### src/rtl/usb_crc_pkg.sv
// Shared constants and types for the USB CRC serializer slice.
package usb_crc_pkg;

    localparam int unsigned CRC5_W  = 5;
    localparam int unsigned CRC16_W = 16;

    localparam logic [4:0]  CRC5_POLY  = 5'h05;
    localparam logic [15:0] CRC16_POLY = 16'h8005;

    typedef enum logic [1:0] {
        IDLE,
        DATA,
        CRC
    } ser_state_t;

    typedef enum logic {
        MODE_CRC5,
        MODE_CRC16
    } crc_mode_t;

endpackage

### src/rtl/usb_crc_lfsr.sv
// Dual-mode CRC LFSR; in CRC5 mode only rem[4:0] is active.
module usb_crc_lfsr
    import usb_crc_pkg::*;
(
    input  logic        clk,
    input  logic        rst_b,
    input  logic        preset,
    input  logic        advance,
    input  logic        din,
    input  logic        crc16,
    output logic [15:0] rem
);

    logic fb5;
    logic fb16;

    assign fb5  = din ^ rem[CRC5_W-1];
    assign fb16 = din ^ rem[CRC16_W-1];

    always_ff @(posedge clk or negedge rst_b) begin
        if (!rst_b) begin
            rem <= '1;
        end else if (preset) begin
            rem <= '1;
        end else if (advance) begin
            if (crc16) begin
                rem <= {rem[14:0], 1'b0} ^ (fb16 ? CRC16_POLY : '0);
            end else begin
                rem[4:0] <= {rem[3:0], 1'b0} ^ (fb5 ? CRC5_POLY : '0);
            end
        end
    end

endmodule

### src/rtl/usb_crc_serializer.sv
// Serializes a captured payload LSB-first, then the complemented CRC5/CRC16 MSB-first.
module usb_crc_serializer
    import usb_crc_pkg::*;
#(
    parameter int MAX_BITS = 64,
    parameter int LEN_W    = $clog2(MAX_BITS + 1)
) (
    input  logic                clk,
    input  logic                rst_b,
    input  logic                start,
    input  logic                crc16,
    input  logic [MAX_BITS-1:0] payload,
    input  logic [LEN_W-1:0]    len,
    output logic                ready_in,
    output logic                bit_out,
    output logic                bit_valid,
    input  logic                bit_ready,
    output logic                last
);

    ser_state_t          state;
    ser_state_t          state_nxt;
    logic [MAX_BITS-1:0] pay_q;
    logic [LEN_W-1:0]    len_q;
    logic [LEN_W-1:0]    cnt;
    crc_mode_t           mode_q;
    logic [15:0]         rem;
    logic [LEN_W-1:0]    len_clamped;
    logic [3:0]          crc_top;
    logic [3:0]          crc_idx;
    logic                pay_bit;
    logic                xfer;
    logic                accept;
    logic                data_done;

    assign ready_in    = (state == IDLE);
    assign bit_valid   = (state != IDLE);
    assign xfer        = bit_valid & bit_ready;
    assign accept      = ready_in & start;
    assign len_clamped = (len > LEN_W'(MAX_BITS)) ? LEN_W'(MAX_BITS) : len;
    assign crc_top     = (mode_q == MODE_CRC16) ? 4'(CRC16_W - 1) : 4'(CRC5_W - 1);
    assign crc_idx     = crc_top - cnt[3:0];
    assign data_done   = (cnt == LEN_W'(len_q - 1'b1));
    assign last        = (state == CRC) && (cnt == LEN_W'(crc_top));

    // Explicit compare mux keeps the counter width independent of MAX_BITS index width.
    always_comb begin
        pay_bit = 1'b0;
        for (int unsigned i = 0; i < MAX_BITS; i++) begin
            if (cnt == LEN_W'(i)) begin
                pay_bit = pay_q[i];
            end
        end
    end

    always_comb begin
        bit_out = 1'b0;
        case (state)
            DATA:    bit_out = pay_bit;
            CRC:     bit_out = ~rem[crc_idx];
            default: bit_out = 1'b0;
        endcase
    end

    always_comb begin
        state_nxt = state;
        case (state)
            IDLE: if (accept) state_nxt = (len_clamped != '0) ? DATA : CRC;
            DATA: if (xfer && data_done) state_nxt = CRC;
            CRC:  if (xfer && last) state_nxt = IDLE;
            default: state_nxt = IDLE;
        endcase
    end

    always_ff @(posedge clk or negedge rst_b) begin
        if (!rst_b) begin
            state <= IDLE;
        end else begin
            state <= state_nxt;
        end
    end

    always_ff @(posedge clk or negedge rst_b) begin
        if (!rst_b) begin
            pay_q  <= '0;
            len_q  <= '0;
            cnt    <= '0;
            mode_q <= MODE_CRC5;
        end else begin
            case (state)
                IDLE: begin
                    if (accept) begin
                        pay_q  <= payload;
                        len_q  <= len_clamped;
                        mode_q <= crc16 ? MODE_CRC16 : MODE_CRC5;
                        cnt    <= '0;
                    end
                end
                DATA: if (xfer) cnt <= data_done ? '0 : cnt + 1'b1;
                CRC:  if (xfer) cnt <= last ? '0 : cnt + 1'b1;
                default: cnt <= '0;
            endcase
        end
    end

    usb_crc_lfsr u_lfsr (
        .clk     (clk),
        .rst_b   (rst_b),
        .preset  (accept),
        .advance ((state == DATA) && xfer),
        .din     (bit_out),
        .crc16   (mode_q == MODE_CRC16),
        .rem     (rem)
    );

endmodule

### config.mk
export PLATFORM = sky130hd
export DESIGN_NAME = usb_crc_serializer
export DESIGN_NICKNAME = d
export VERILOG_FILES = /design/src/rtl/usb_crc_pkg.sv /design/src/rtl/usb_crc_lfsr.sv /design/src/rtl/usb_crc_serializer.sv
export SDC_FILE = /design/constraint.sdc
export NUM_CORES = 1
export LEC_CHECK = 0
export BUFFER_PORTS_ARGS = -buffer_cell sky130_fd_sc_hd__buf_4
export CAP_MARGIN = 15
export CORE_MARGIN = 3
export CORE_UTILIZATION = 52
export DETAILED_ROUTE_END_ITERATION = 10
export MAX_ROUTING_LAYER = met4
export PLACE_DENSITY = 0.86
export SYNTH_ARGS = -nofsm -noshare
export SYNTH_HDL_FRONTEND = slang
export SYNTH_HIERARCHICAL = 1
export SYNTH_SLANG_ARGS = --single-unit
export TNS_END_PERCENT = 20
### constraint.sdc
create_clock -name clk -period 2.95 [get_ports clk]
set_input_delay 0.295 -clock clk [delete_from_list [all_inputs] [get_ports clk]]
set_output_delay 0.295 -clock clk [all_outputs]
set_load 0.02 [all_outputs]
==> run metrics <==
Detail Placement HPWL 11.0 mm; Core Footprint 10000 um^2; Cells after Synth a little over 500; Avg Cell Area, Syn 10.7 um^2; ant diodes 0; Placed Cells incl. Taps ~730; RSZ-0062 raised after global routing true; CTS max path bufs 2; Worst Clk Skew 0.0117 ns; ranking of synthesized cells by area dfrtp_1 (37%), mux2_2 (13%), dfstp_2 (7.6%); H-tree depth 3; I/O pin total 80; WL/cell about 19 um; CP Cell Sequence ha_2 > inv_2 > fa_2 > mux4_2 > mux2i_2 > mux2i_1 > o22ai_1 > a211o_1 > buf_6; DR vias/cell 6.03; Die Ht 109 um; Arr. time, crit path 2.84 ns; class of the worst hold path in -> reg; global route total overflow 0; share of layout cells above drive strength 1 between 40 and 50%; Max Slew Vio Count 0; fmax ~320 MHz; Worst-Margin Slew 0.634 ns; Final Cycle Share 106%; Yosys cell types 80; Worst Setup Start Kind flop; clk slew on worst S/H paths around 0.10 ns; first-pass iteration count of the detailed router 5; final-report hold violation count 0; Clock Latency Late Sink 0.38 ns; Final setup viols 3; Die Wd 109 um; drt total wl 14.6 mm; PnR Total Power between 6 and 7 mW; Worst Path Max Fanout 5; syn_nets 599; Async SR Flop Fraction 100%; hold slack approximately 0.12 ns; Non-Filler Instances roughly 750; cell taking the most area after synthesis dfrtp_1; GP Congestion about 0.94; CP max stage delay 0.60 ns; Synth warnings 6; Seq/Total Area, Yosys between 40% and 50%; Crit path max-delay family adder cells; Required @ worst endpoint about 2.7 ns; Top FF cell, synth dfrtp_1; CP bufs+invs 2; Synth top area share 36.8%; drt drc 0; Max-cap violations 0; number of synthesized flops with an enable pin 0; die footprint around 12000 um^2; relative slew slack 57.3%; row count 36; Initial Utilization a little over half; slowest CP cell fa_2; outcome complete, but fails checks; Worst VDD drop 0.000599 V; most frequent cells after synthesis dfrtp_1 (81), mux2_2 (62), nand2_1 (41); failing checks negative setup slack; largest net degree at the start of global routing 54; Root Buffer clkbuf_8; worst setup margin -0.185 ns; first-pass GRT wire length 23.5 mm; Total Routing Usage GR 26.6%; final antenna-violating net count 0; Final nets 700; TritonCTS clock tree built; mapped cell area 5500 um^2; Post-Place Setup Slack -0.112 ns; Critical Path Sink Type primary output; TritonCTS Buffers 9; vias after detailed routing 4532; WS Path Type reg -> out; Area Overhead vs Synth 21.4%; most numerous cell in the Yosys netlist dfrtp_1; Leakage 2.81 nW; Sink Count just under 100; Yosys reg bits 97; vias in the first global route between 4000 and 5000; Power Dens Cells 923 nW/um^2; PortBufs between 70 and 80; Final Critical Period around 3.1 ns; initial antenna violation count 0; Util after Layout about two thirds; Iter 0 DRT Violations 399
routing by layer:
layer  vias up  share of wire [%]  wire length [um]  track usage (%)
li1       2084                  -                 -                -
met1      2248                 43              6220             33.7
met2       168                 50              7250             44.1
met3        32                5.3               773             3.97
met4         0                2.4               347             8.75
met5         -                  0                 0                -
area by class of cell:
class / count / area [um^2]
fillers: 791 / 3360
repair buffers: 120 / 946
inverters: 22 / 82.6
clock buffers: 12 / 145
flip-flops and latches: 97 / 2450
multi-input cells: 363 / 2840
clock inverters: 4 / 51.3
well taps: 133 / 166
power by group:
group	switching (mW)	internal (mW)
Sequential	0.508	2.00
Clock	0.470	0.418
Combinational	1.37	1.40
Total	2.34	3.82
sequential cells by signal, indices dropped and copies added, names as in the netlist:
name        cells
pay_q          64
state           2
len_q           7
cnt             7
u_lfsr/rem     16
mode_q          1
cell families after synthesis:
kind of cell    synth area share (%)
buf+inv                         4.64
simple gates                    13.6
fa+ha+maj                       2.64
flops                           44.5
mux                             15.8
compound gates                  16.2
xor+xnor                        2.66
stage by stage:
stage / instance area [um^2] / setup TNS (ns)
2_1_floorplan: 5500 / 0
6_report: 6680 / -0.419
4_1_cts: 6660 / -0.387
3_3_place_gp: 6410 / -0.0486
3_5_place_dp: 6410 / -0.209
5_1_grt: 6680 / -0.650
worst register-to-register path: stages, from the launching register on:
cell	delay [ns]
dfrtp_1	0.44
ha_2	0.21
inv_2	0.04
fa_2	0.60
mux4_2	0.34
mux2i_2	0.18
mux2i_1	0.14
o22ai_1	0.17
a211o_1	0.19
buf_4	0.17
and4bb_1	0.22
o21bai_1	0.12
o311a_1	0.18
path summary, 6_finish.rpt:
path / start / endpoint / slack, ns / cells after the start
max: cnt[0]$_DFFE_PN0P_ / bit_out / -0.18 / 9
min in group asynchronous: rst_b / state[0]$_DFFE_PN0P_ / 0.44 / 2
max in group asynchronous: rst_b / pay_q[37]$_DFFE_PN0P_ / 1.82 / 3
min: payload[8] / pay_q[8]$_DFFE_PN0P_ / 0.12 / 3
max reg2reg: cnt[0]$_DFFE_PN0P_ / u_lfsr/rem[2]$_DFFE_PN1P_ / -0.12 / 12
min reg2reg: u_lfsr/rem[8]$_DFFE_PN1P_ / u_lfsr/rem[8]$_DFFE_PN1P_ / 0.51 / 2
timing repair:
item                                   in CTS  in global routing
pin swaps                                   4                  1
hold buffers                                1                  0
gates resized for setup                    11                  8
setup endpoints to repair                   3                  4
buffers inserted                            1                  0
endpoints found under the hold margin      28                  0
cells in the final DEF, fill, tap and decap left out, types with 3 or more instances in the layout:
master | Yosys | layout
buf_4 | 4 | 113
dfrtp_1 | 81 | 81
mux2_2 | 62 | 62
nand2_1 | 41 | 41
o21ai_0 | 29 | 27
nand3_1 | 26 | 26
nor2_1 | 23 | 21
inv_1 | 21 | 17
dfstp_2 | 16 | 16
a21oi_1 | 15 | 15
nand2b_1 | 10 | 10
o21ai_1 | 8 | 10
clkbuf_8 | 0 | 10
o22ai_1 | 9 | 9
xnor2_1 | 8 | 8
mux2i_1 | 8 | 7
a22oi_1 | 7 | 7
ha_1 | 10 | 6
inv_2 | 1 | 5
a221oi_1 | 5 | 5
a211oi_1 | 5 | 5
xor2_1 | 5 | 5
o221ai_1 | 4 | 4
nor2b_1 | 5 | 4
o211ai_1 | 4 | 4
or3_1 | 4 | 4
mux4_2 | 4 | 4
ha_2 | 0 | 4
a21o_1 | 3 | 3
o2111ai_1 | 4 | 3
nand3b_1 | 3 | 3
o31ai_1 | 3 | 3
buf_12 | 0 | 3
(Power assumes the default switching activity.)
